File: src/rtl/ndata_width_downsizer.sv
// ndata_width_downsizer: keep-aware serializer of a wide lane stream into OUT_WIDTH-lane chunks
module ndata_width_downsizer #(
  parameter type data_t = logic [7:0],
  parameter int IN_WIDTH = 16,
  parameter int OUT_WIDTH = 8
) (
  input  logic                    clk,
  input  logic                    rst_n,
  input  data_t [IN_WIDTH-1:0]    i_in_data,
  input  logic  [IN_WIDTH-1:0]    i_in_keep,
  input  logic                    i_in_last,
  input  logic                    i_in_valid,
  output logic                    o_in_ready,
  output data_t [OUT_WIDTH-1:0]   o_out_data,
  output logic  [OUT_WIDTH-1:0]   o_out_keep,
  output logic                    o_out_last,
  output logic                    o_out_valid,
  input  logic                    i_out_ready
);
  localparam int R = IN_WIDTH / OUT_WIDTH;
  localparam int KW = (R > 1) ? $clog2(R) : 1;
  if (IN_WIDTH % OUT_WIDTH != 0) begin : g_bad_ratio
    $error("IN_WIDTH must be a multiple of OUT_WIDTH");
  end
  typedef enum logic {EMPTY, EMIT} state_t;
  state_t                  r_state, w_state_nxt;
  data_t [IN_WIDTH-1:0]    r_data;
  logic  [IN_WIDTH-1:0]    r_keep;
  logic                    r_last;
  logic  [R-1:0]           r_pend, w_pend_nxt, w_in_pend, w_rem;
  logic  [KW-1:0]          r_k, w_k_nxt;
  logic                    w_in_hs, w_out_hs;
  function automatic logic [KW-1:0] lsb(input logic [R-1:0] p);
    lsb = '0;
    for (int i = R - 1; i >= 0; i--) if (p[i]) lsb = i[KW-1:0];
  endfunction
  // w_rem: chunks still owed after the current one leaves
  always_comb begin
    for (int j = 0; j < R; j++) begin
      w_in_pend[j] = |i_in_keep[j*OUT_WIDTH +: OUT_WIDTH];
      w_rem[j] = r_pend[j] && (KW'(j) != r_k);
    end
  end
  assign w_in_hs  = i_in_valid && o_in_ready;
  assign w_out_hs = o_out_valid && i_out_ready;
  always_ff @(posedge clk) begin
    if (!rst_n) begin
      r_state <= EMPTY;
      r_pend  <= '0;
      r_k     <= '0;
      r_keep  <= '0;
      r_last  <= 1'b0;
    end else begin
      r_state <= w_state_nxt;
      r_pend  <= w_pend_nxt;
      r_k     <= w_k_nxt;
      if (w_in_hs) begin
        r_data <= i_in_data;
        r_keep <= i_in_keep;
        r_last <= i_in_last;
      end
    end
  end
  // an all-empty beat survives only when it must carry last
  always_comb begin
    w_state_nxt = r_state;
    w_pend_nxt  = r_pend;
    w_k_nxt     = r_k;
    if (w_in_hs) begin
      w_state_nxt = (|w_in_pend || i_in_last) ? EMIT : EMPTY;
      w_pend_nxt  = w_in_pend;
      w_k_nxt     = lsb(w_in_pend);
    end else if (w_out_hs) begin
      w_state_nxt = |w_rem ? EMIT : EMPTY;
      w_pend_nxt  = w_rem;
      w_k_nxt     = lsb(w_rem);
    end
  end
  always_comb begin
    o_out_valid = r_state == EMIT;
    o_out_data  = r_data[r_k*OUT_WIDTH +: OUT_WIDTH];
    o_out_keep  = r_keep[r_k*OUT_WIDTH +: OUT_WIDTH];
    o_out_last  = o_out_valid && r_last && !(|w_rem);
    o_in_ready  = rst_n && (r_state == EMPTY || (o_out_valid && i_out_ready && !(|w_rem)));
  end
endmodule

File: config.mk
export PLATFORM = sky130hd
export DESIGN_NAME = ndata_width_downsizer
export DESIGN_NICKNAME = d
export VERILOG_FILES = /design/src/rtl/ndata_width_downsizer.sv
export SDC_FILE = /design/constraint.sdc
export NUM_CORES = 1
export LEC_CHECK = 0
export CAP_MARGIN = 20
export CORE_ASPECT_RATIO = 2
export CORE_MARGIN = 2
export CORE_UTILIZATION = 46
export DETAILED_ROUTE_END_ITERATION = 7
export GPL_ROUTABILITY_DRIVEN = 0
export PLACE_DENSITY = 0.85
export SLEW_MARGIN = 15
export SYNTH_ARGS = -nofsm -noshare
export SYNTH_HDL_FRONTEND = slang
export SYNTH_SLANG_ARGS = --single-unit
File: constraint.sdc
create_clock -name clk -period 9.25 [get_ports clk]
set_input_delay 0.925 -clock clk [delete_from_list [all_inputs] [get_ports clk]]
set_output_delay 0.925 -clock clk [all_outputs]
set_load 0.01 [all_outputs]
**Word-level counts from Yosys, hierarchy flattened**

Cells that the tools add are included.

- Flip-flop bits (word level): 149
- Bits of input ports: 149
- Output and inout port bits: 75
- Logic and storage cells: 61

- Shift operators: 9
- Muxes and demuxes: 12
- Bitwise operators: 2
- Reduce and logical (&&, ||, !) cells: 17

Operators by type and width:

| operator | number |
|---|---|
| $shiftx 16x5->8 | 9 |
| $reduce_or 16->1 | 1 |
| $reduce_or 8->1 | 2 |
| $mux 1 | 10 |
| $logic_and 1x1->1 | 8 |
| $mux 2 | 2 |
| $logic_or 1x1->1 | 2 |
| $not 1->1 | 2 |
| $reduce_and 2->1 | 1 |
| $reduce_bool 2->1 | 1 |
| $reduce_or 2->1 | 1 |
| $logic_not 1->1 | 1 |

**Longest topological paths before layout**

Gate-level depths: netlist (run 1).

- Word-level depth: 9
- Depth in mapped cells: 6
- Gate-level depth less buffers: 4

**Worst setup path before layout (run 1)**

Ideal clock, no wire load.

- Path kind: input to register
- Start point: in i_in_valid
- End point: reg r_data[0] (netlist bit), enable pin
- Arrival: 2.967 ns
- Required time: 8.817 ns
- Setup slack: 5.851 ns
- Cell stages on the path: 4
- Cell sequence: nand3b_1 -> a21bo_1 -> buf_2 -> buf_2

- Longest elaborated chain between the ends: 2

Ends and longest elaborated chain:

| item | line | text |
|---|---|---|
| from (decl) | 12 | `input logic i_in_valid,` |
| $logic_and 1x1->1 | 44 | `assign w_in_hs = i_in_valid && o_in_ready;` |
| $reduce_and 2->1 (no line) | n/a |  |
| to (signal assigned) | 58 | `r_data <= i_in_data;` |
| to (decl) | 27 | `data_t [IN_WIDTH-1:0] r_data;` |

Every way passes these cells.
A chain may end at the register's enable or synchronous reset.

**Worst setup path in the final report (run 1)**

- Start point: in rst_n
- End point: reg r_k

- Longest elaborated chain between the ends: 3
- Elaborated cells between the ends (all ways): 4
- Classes of those cells: mux: 1; reduce/logical: 3

Ends and longest elaborated chain:

| item | line | text |
|---|---|---|
| from (decl) | 8 | `input logic rst_n,` |
| $logic_and 1x1->1 | 84 | `o_in_ready = rst_n && (r_state == EMPTY \|\| (o_out_valid && i_out_ready && !(\|w_rem)));` |
| $logic_and 1x1->1 | 44 |  |
| $mux 1 or $reduce_bool 2->1 (tied branches) | n/a |  |
| to (signal assigned) | 56 | `r_k <= w_k_nxt;` |
| to (decl) | 31 | `logic [KW-1:0] r_k, w_k_nxt;` |

Several ways; a longest one is shown, not always the timed one.

==> results of run 1 <==
[worst reg2reg max path: stages, from the launching register on]
cell and delay, ns:
dfxtp_4 1.03, mux2i_1 0.42, a21bo_4 0.84, buf_4 0.91
nand4_1 0.19, a21boi_0 0.20
[metrics by stage]
| stage | hold WS [ns] | instance area (um2) | utilization, % | std cells |
|---|---|---|---|---|
| after floorplan | 0.431 | 5530 | - | 315 |
| after global placement | 0.442 | 7900 | 67.5 | 670 |
| after detailed placement | 0.452 | 7900 | 67.5 | 670 |
| after CTS | 0.460 | 8440 | 72.2 | 702 |
| after global routing | 0.480 | 8450 | 72.2 | 703 |
| final | 0.458 | 8450 | 72.2 | 703 |
[layout make-up]
| cell class | count | area (um2) |
|---|---|---|
| sequential | 149 | 4270 |
| fill | 767 | 3260 |
| timing repair buffer | 224 | 2240 |
| multi-input combinational | 152 | 1210 |
| clock buffer | 17 | 425 |
| tap | 145 | 181 |
| clock inverter | 15 | 119 |
| antenna | 1 | 2.50 |
[placed cells by master (no fill, tap or decap), types with 2 or more instances in the layout]
| cell | count |
|---|---|
| and3_1 | 3 |
| inv_6 | 5 |
| clkbuf_16 | 17 |
| nand2_1 | 40 |
| edfxtp_1 | 128 |
| clkinv_1 | 2 |
| a21boi_0 | 2 |
| inv_8 | 2 |
| dfxtp_1 | 20 |
| clkdlybuf4s50_1 | 223 |
| clkinv_4 | 2 |
| nor4_1 | 4 |
| o21ai_0 | 17 |
| clkinvlp_4 | 3 |
| mux2_2 | 72 |
[power groups by stage]
stage               Clock [uW]  Sequential, uW  Combinational, uW
detailed placement           0             809                180
floorplan                    0             803               61.9
CTS                        634             794                181
finish                     620             794                179
global placement             0             805                175
global route               660             798                192
[flip-flops by register name, indices dropped and copies added (netlist names)]
signal and cells:
r_data 128, r_k 1, r_keep 16, r_pend 2
o_out_valid 1, r_last 1
[final timing paths]
path | start | to | slack, ns | cells after the start
hold reg to reg | r_keep[2] | r_keep[2] | 0.46 | 2
hold / removal | r_keep[2] | r_keep[2] | 0.46 | 2
setup / recovery | rst_n | r_k | 5.23 | 6
setup reg to reg | r_k | r_k | 5.58 | 5
[kinds of logic (layout without fill, tap and decap cells)]
family	count (synthesis)	in the layout	synth area share [%]
flops	149	149	77.1
buf+inv	14	256	1.15
compound gates	24	24	2.51
other cells	0	1	0
simple gates	55	55	4.41
mux	73	73	14.8
[metal layers]
metal  part of all wire [%]  GRT usage [%]  up-vias  wire length, um
li1                       -              -     1658                -
met1                     33           19.7     1686             4250
met2                     59           38.0      137             7700
met3                    5.2           5.27       27              681
met4                    3.3           10.2        0              433
met5                      0              0        -                0
==> flow_metrics.py, run 1 <==
metrics = {
    "outcome": {
        "status": "finished, final reports clean",
    },
    "synth": {
        "yosys-top-cells-area": "edfxtp_1 (69%), mux2_2 (15%), dfxtp_1 (7.6%)",
        "synth_top_area_share_pct": 69.5,
        "synth_common_cells": "edfxtp_1 (128), mux2_2 (72), nand2_1 (40)",
        "synth_nets": 464,
        "yosys_warnings": 0,
        "syn-instance-count": 315,
        "synth_edf_count": 128,
        "synth-seq-area-share_pct": 77.1,
        "synth_top_cell_by_area": "edfxtp_1",
        "ys.flop_type": "edfxtp_1",
        "synth.most_common_cell": "edfxtp_1",
        "synth_seq_cells": 149,
        "synth.cell_area_um2": 5530,
        "yosysUniqueCellTypes": 25,
        "synth.avg_cell_area_um2": 17.6,
        "ys_async_sr_fraction_pct": 0,
    },
    "setup_path": {
        "crit_path_end_kind": "flip-flop",
        "critPathArrivalTime_ns": 4.34,
        "cp_cell_sequence": "clkdlybuf4s50_1, nand3b_1, a21bo_4, buf_4, nand4_1, a21boi_0",
        "required_ns": 9.57,
        "crit_path_max_fanout": 96,
        "criticalPathCategory": "in2reg",
        "crit_buf_inv": 2,
        "crit_family": "buffers and inverters",
        "start_kind": "primary input",
        "max_stage_delay_ns": 0.96,
        "critPathSlowestCell": "clkdlybuf4s50_1",
    },
    "floorplan": {
        "io_pins": 224,
        "initial_core_util_pct": 47.3,
        "die_area_um2": 13000,
        "die_h_um": 159,
        "die_w_um": 81.5,
        "fp.coreArea_um2": 11700,
        "rows": 56,
    },
    "pwr": {
        "pwr-share-comb_pct": 11.2,
        "p_sw_share_pct": 22.1,
        "seq_power_share_pct": 49.8,
        "power.total_uw": 1590,
        "leakage_uw": 0.00291,
        "p_clk_share_pct": 38.9,
        "p_switching_uw": 351,
        "power.density_nw_per_um2": 189,
        "vdd_drop_max_mv": 0.190,
        "p_int_uw": 1240,
    },
    "cts": {
        "clk_latency_ns": 0.41,
        "cts_resized": 0,
        "numCtsBuffers": 17,
        "cts_tree": "done",
        "clk_pin_slew_worst_paths_ns": 0.06,
        "cts_root_buf": "clkbuf_16",
        "htree_num_levels": 4,
        "cts_sinks": 149,
        "cts.path.max_buffers": 2,
        "post_cts_buffers": 0,
        "holdBufCountCts": 0,
    },
    "sta": {
        "finalSetupViolations": 0,
        "period_needed_ns": 4.02,
        "fin_skew_ns": 0.0115,
        "fmax_mhz": 249,
        "finalWorstSetupSlack_ns": 5.23,
        "worstMarginPinSlew_ns": 1.02,
        "final-hold-violation-count": 0,
        "relSlewSlack_pct": 31.9,
        "finalMaxSlewViolations": 0,
        "rsz0062_at_grt": "no",
        "min_period_over_period_pct": 43.4,
        "tns_ns": 0,
    },
    "run": {
        "drv_cap": 0,
    },
    "route": {
        "final_antenna_net_count": 0,
        "dr.pass1.iters": 4,
        "drc": 0,
        "vias": 3508,
        "route.detailed.wl_per_inst_um": 18.6,
        "finalWirelength_um": 13100,
        "vias_per_cell": 4.99,
        "dr.first_iter.drc_count": 168,
    },
    "cells_and_area": {
        "area_growth_pct": 52.7,
        "nNetsFinal": 693,
        "drive_gt1_share_pct": 18.9,
    },
    "global_routing": {
        "overflow": 0,
        "grt_max_degree": 97,
        "first_global_vias": 3683,
        "grt_first_pass_wirelength_um": 19200,
        "antenna_found_initial": 1,
        "track_usage_pct": 20.5,
    },
    "place": {
        "pre_cts_ws_ns": 4.82,
        "portBuffers": 223,
        "dp_hpwl_um": 9610,
    },
    "worst_hold_path": {
        "hold_path.class": "reg2reg",
    },
}
(Power assumes the default switching activity.)
==> run 2, diff against run 1 <==
--- a/config.mk
+++ b/config.mk
@@ -8,10 +8,10 @@
 export CAP_MARGIN = 20
 export CORE_ASPECT_RATIO = 2
 export CORE_MARGIN = 2
-export CORE_UTILIZATION = 46
+export CORE_UTILIZATION = 43
 export DETAILED_ROUTE_END_ITERATION = 7
 export GPL_ROUTABILITY_DRIVEN = 0
-export PLACE_DENSITY = 0.85
+export PLACE_DENSITY = 0.8
 export SLEW_MARGIN = 15
 export SYNTH_ARGS = -nofsm -noshare
 export SYNTH_HDL_FRONTEND = slang
==> constraint.sdc (replaced) <==
create_clock -name clk -period 4.17 [get_ports clk]
set_input_delay 0.417 -clock clk [delete_from_list [all_inputs] [get_ports clk]]
set_output_delay 0.417 -clock clk [all_outputs]
set_load 0.01 [all_outputs]
==> run 2 against run 1 <==
Compared with the run above: cell area grew 0.95%; clock power is 140% higher; largest cell class unchanged; critical path depth decreased by 3; first-iteration DRC count shrank 0.60%; highest routed layer unchanged.
==> flow_metrics.py, run 2 (same netlist as run 1, synthesis figures left out) <==
metrics = {
    "cts": {
        "holdBufCountCts": 0,
        "cts_tree": "done",
        "numCtsBuffers": 17,
        "post_cts_buffers": 0,
        "cts.path.max_buffers": 2,
        "clk_pin_slew_worst_paths_ns": 0.06,
        "clk_latency_ns": 0.41,
        "cts_resized": 0,
        "cts_sinks": 149,
        "htree_num_levels": 4,
        "cts_root_buf": "clkbuf_16",
    },
    "sta": {
        "fmax_mhz": 333,
        "relSlewSlack_pct": 41.3,
        "rsz0062_at_grt": "no",
        "fin_skew_ns": 0.00672,
        "finalMaxSlewViolations": 0,
        "tns_ns": 0,
        "final-hold-violation-count": 0,
        "period_needed_ns": 3.00,
        "min_period_over_period_pct": 72.0,
        "finalSetupViolations": 0,
        "worstMarginPinSlew_ns": 0.880,
    },
    "cells_and_area": {
        "reg_top3": "r_data x128, r_keep x16, r_pend x2",
        "area_growth_pct": 54.1,
        "top_register": "r_data",
        "final_common_cell": "clkdlybuf4s50_1",
        "final_cell_count_no_fill": 710,
        "largest_register_ffs": 128,
        "drive_gt1_share_pct": 19.5,
        "nNetsFinal": 697,
        "fin_util_pct": 67.9,
        "num_antenna_cells": 0,
        "layout_common_cells": "clkdlybuf4s50_1 (223), edfxtp_1 (128), mux2_2 (72)",
    },
    "route": {
        "dr.pass1.iters": 4,
        "route.detailed.wl_per_inst_um": 18.7,
        "final_antenna_net_count": 0,
        "top_layer": "met4",
        "finalWirelength_um": 13300,
        "wl_met3_um": 653,
        "vias": 3505,
        "wl_met1_um": 4380,
        "met2_length_um": 7630,
        "dr.first_iter.drc_count": 167,
        "drc": 0,
        "vias_per_cell": 4.94,
    },
    "setup_path": {
        "r2r_end": "r_data[0]",
        "rrSetupSlack_ns": 1.70,
        "reg2reg_depth": 3,
        "required_ns": 3.75,
        "critPathArrivalTime_ns": 2.59,
        "r2r-start": "r_k",
        "start_kind": "flip-flop",
        "criticalPathCategory": "reg2out",
        "crit_path_max_fanout": 51,
        "crit_path_end_kind": "primary output",
    },
    "pwr": {
        "p_int_uw": 2870,
        "pwr-share-comb_pct": 11.1,
        "power.density_nw_per_um2": 427,
        "p_clk_share_pct": 40.6,
        "vdd_drop_max_mv": 0.323,
        "leakage_uw": 0.00295,
        "p_switching_uw": 773,
        "seq_power_share_pct": 48.3,
        "p_sw_share_pct": 21.2,
    },
    "global_routing": {
        "antenna_found_initial": 0,
        "grt_first_pass_wirelength_um": 19000,
        "overflow": 0,
        "grt_max_degree": 68,
        "first_global_vias": 3594,
        "track_usage_pct": 18.7,
    },
    "floorplan": {
        "die_h_um": 164,
        "initial_core_util_pct": 44.1,
        "die_w_um": 84.2,
        "rows": 58,
        "die_area_um2": 13800,
        "fp.coreArea_um2": 12600,
        "io_pins": 224,
    },
    "worst_hold_path": {
        "hold_path_depth": 2,
        "hold_end": "r_keep[2]",
        "hp-start": "r_keep[2]",
        "hold_path.class": "reg2reg",
    },
    "run": {
        "drv_cap": 0,
    },
    "place": {
        "dp_cells": 679,
        "portBuffers": 223,
        "dp_hpwl_um": 9700,
    },
    "outcome": {
        "status": "finished, final reports clean",
    },
}
==> run 2: cell count changes in the layout (fill, tap and decap cells not counted), sizes merged <==
cell	delta
inv	-3
diode	-1
clkinv	+1
clkinvlp	-1
bufinv	+2
buf	+4
==> run 2: power by group through the flow <==
stage	Clock, uW	Sequential (uW)	Combinational (uW)
floorplan	0	1780	137
global placement	0	1780	399
detailed placement	0	1790	407
CTS	1510	1760	411
global route	1570	1760	431
finish	1480	1760	405
==> run 2: how the worst max path moves through the flow <==
stage	to	depth (start not counted)	start
floorplan	r_data[0]	4	r_k
global placement	r_data[20]	5	rst_n
detailed placement	r_data[16]	5	rst_n
CTS	o_out_data[32]	3	r_k
global route	o_out_data[42]	3	r_k
finish	o_out_data[34]	3	r_k
==> run 2: metal layers <==
metal | vias to the layer above | track usage (%)
li1 | 1660 | -
met1 | 1675 | 18.2
met2 | 134 | 34.4
met3 | 36 | 4.75
met4 | 0 | 11.7
met5 | - | 0
==> run 2: metrics by stage <==
step,worst slack (ns),instance area (um2),total power [uW],hold slack (ns)
floorplan,1.21,5530,1920,0.431
global placement,1.38,7950,2180,0.442
detailed placement,1.30,7950,2200,0.450
CTS,1.13,8530,3680,0.458
global route,1.06,8530,3770,0.473
finish,1.17,8530,3640,0.454
==> run 2: critical path, cell delays in order (launching register included) <==
cell and delay [ns]:
dfxtp_4 0.56, buf_4 0.61, mux2_2 0.41, clkdlybuf4s50_1 0.53
==> run 2: final cells by class <==
type,instances,area (um2)
flip-flops and latches,149,4270
fillers,909,4030
repair buffers,228,2280
multi-input cells,152,1210
clock buffers,17,425
well taps,150,188
clock inverters,14,153
==> run 3, diff against run 2 <==
==> constraint.sdc (replaced) <==
create_clock -name clk -period 2.85 [get_ports clk]
set_input_delay 0.285 -clock clk [delete_from_list [all_inputs] [get_ports clk]]
set_output_delay 0.285 -clock clk [all_outputs]
set_load 0.01 [all_outputs]
==> run 3 against run 2 <==
Compared with the run above: clock skew grew 0.0056 ns; combinational power increased by 46%; sequential power up 47%; critical endpoint is now o_in_ready; total power grew 55%; sequential share of layout area is 0.57 points lower.
==> flow_metrics.py, run 3 (same netlist as run 1, synthesis figures left out) <==
metrics = {
    "sta": {
        "tns_ns": 0,
        "fmax_mhz": 405,
        "finalMaxSlewViolations": 0,
        "period_needed_ns": 2.47,
        "min_period_over_period_pct": 86.6,
        "worstMarginPinSlew_ns": 0.583,
        "holdWs_ns": 0.425,
        "finalSetupViolations": 0,
        "relSlewSlack_pct": 61.2,
        "rsz0062_at_grt": "no",
        "fin_skew_ns": 0.0123,
        "final-hold-violation-count": 0,
    },
    "cells_and_area": {
        "nNetsFinal": 697,
        "drive_gt1_share_pct": 19.3,
        "fin_util_pct": 68.7,
        "largest_register_ffs": 128,
        "layout_common_cells": "clkdlybuf4s50_1 (223), edfxtp_1 (128), mux2_2 (72)",
        "regArea_um2": 4270,
        "final_common_cell": "clkdlybuf4s50_1",
        "reg_top3": "r_data x128, r_keep x16, r_pend x2",
        "design_area_um2": 8620,
        "multi_input_comb_area_um2": 1210,
        "top_register": "r_data",
        "area_growth_pct": 55.9,
        "n_fill_cell": 856,
    },
    "global_routing": {
        "first_global_vias": 3899,
        "overflow": 0,
        "grt_max_degree": 109,
        "track_usage_pct": 20.1,
        "grt_first_pass_wirelength_um": 20300,
        "antenna_found_initial": 1,
    },
    "worst_hold_path": {
        "hold_path.class": "in2reg",
    },
    "setup_path": {
        "critPathArrivalTime_ns": 2.18,
        "start_kind": "flip-flop",
        "required_ns": 2.57,
        "crit_path_max_fanout": 24,
        "criticalPathCategory": "reg2out",
        "crit_path_end_kind": "primary output",
    },
    "route": {
        "final_antenna_net_count": 0,
        "route.detailed.wl_per_inst_um": 19.5,
        "dr.pass1.iters": 4,
        "dr.first_iter.drc_count": 137,
        "finalWirelength_um": 13900,
        "drc": 0,
        "vias": 3548,
        "vias_per_cell": 4.99,
    },
    "pwr": {
        "leakage_uw": 0.00299,
        "vdd_drop_max_mv": 0.419,
        "power.density_nw_per_um2": 655,
    },
    "place": {
        "dpl_cell_area_um2": 7960,
        "dp_hpwl_um": 10200,
        "portBuffers": 223,
    },
    "cts": {
        "holdBufCountCts": 0,
        "post_cts_buffers": 0,
        "numCtsBuffers": 17,
        "cts_root_buf": "clkbuf_16",
        "cts_sinks": 149,
        "cts_resized": 0,
        "cts.path.max_buffers": 2,
        "clk_pin_slew_worst_paths_ns": 0.06,
        "clk_latency_ns": 0.41,
        "cts_tree": "done",
        "htree_num_levels": 4,
    },
    "floorplan": {
        "initial_core_util_pct": 44.1,
        "io_pins": 224,
        "die_area_um2": 13800,
        "fp.coreArea_um2": 12600,
        "rows": 58,
        "die_h_um": 164,
        "die_w_um": 84.2,
    },
    "run": {
        "drv_cap": 0,
    },
    "outcome": {
        "status": "finished, final reports clean",
    },
}
==> run 3: stage by stage <==
stage,cells,setup WS (ns),total power (uW)
floorplan,315,0.583,2800
global placement,679,0.773,3190
detailed placement,679,0.740,3220
CTS,709,0.369,5690
global route,710,0.267,5840
finish,711,0.382,5650
==> run 3: per-layer routing <==
layer	vias up	GRT usage, %	part of all wire, %
li1	1665	-	-
met1	1725	18.9	33
met2	125	37.7	58
met3	33	4.85	3.7
met4	0	13.0	4.5
met5	-	0	0
==> run 3: power by group <==
group	switching (uW)	leakage, uW	internal [uW]
combinational	218	0.00130	374
clock	840	0.000320	1640
sequential	47.0	0.00138	2530
==> run 3: worst paths after layout <==
check | from | end | slack, ns | cells after the start
setup / recovery | r_k | o_in_ready | 0.38 | 5
hold / removal | i_in_data[126] | r_data[126] | 0.42 | 1
setup reg to reg | r_k | r_k | 0.76 | 5
hold reg to reg | r_last | r_last | 0.46 | 2
==> run 3: critical path, stage by stage (launching register included) <==
cell             delay (ns)
dfxtp_4                0.57
mux2i_1                0.39
nand2_1                0.10
nand2_1                0.08
and2_1                 0.12
clkdlybuf4s50_1        0.52
==> run 3: area by class of cell <==
type | instances | share of cell area (%)
Multi-Input combinational cell | 152 | 14.0
Tap cell | 150 | 2.18
Sequential cell | 149 | 49.5
Clock inverter | 12 | 2.66
Antenna cell | 2 | 0.0580
Timing Repair Buffer | 228 | 26.6
Clock buffer | 18 | 4.98
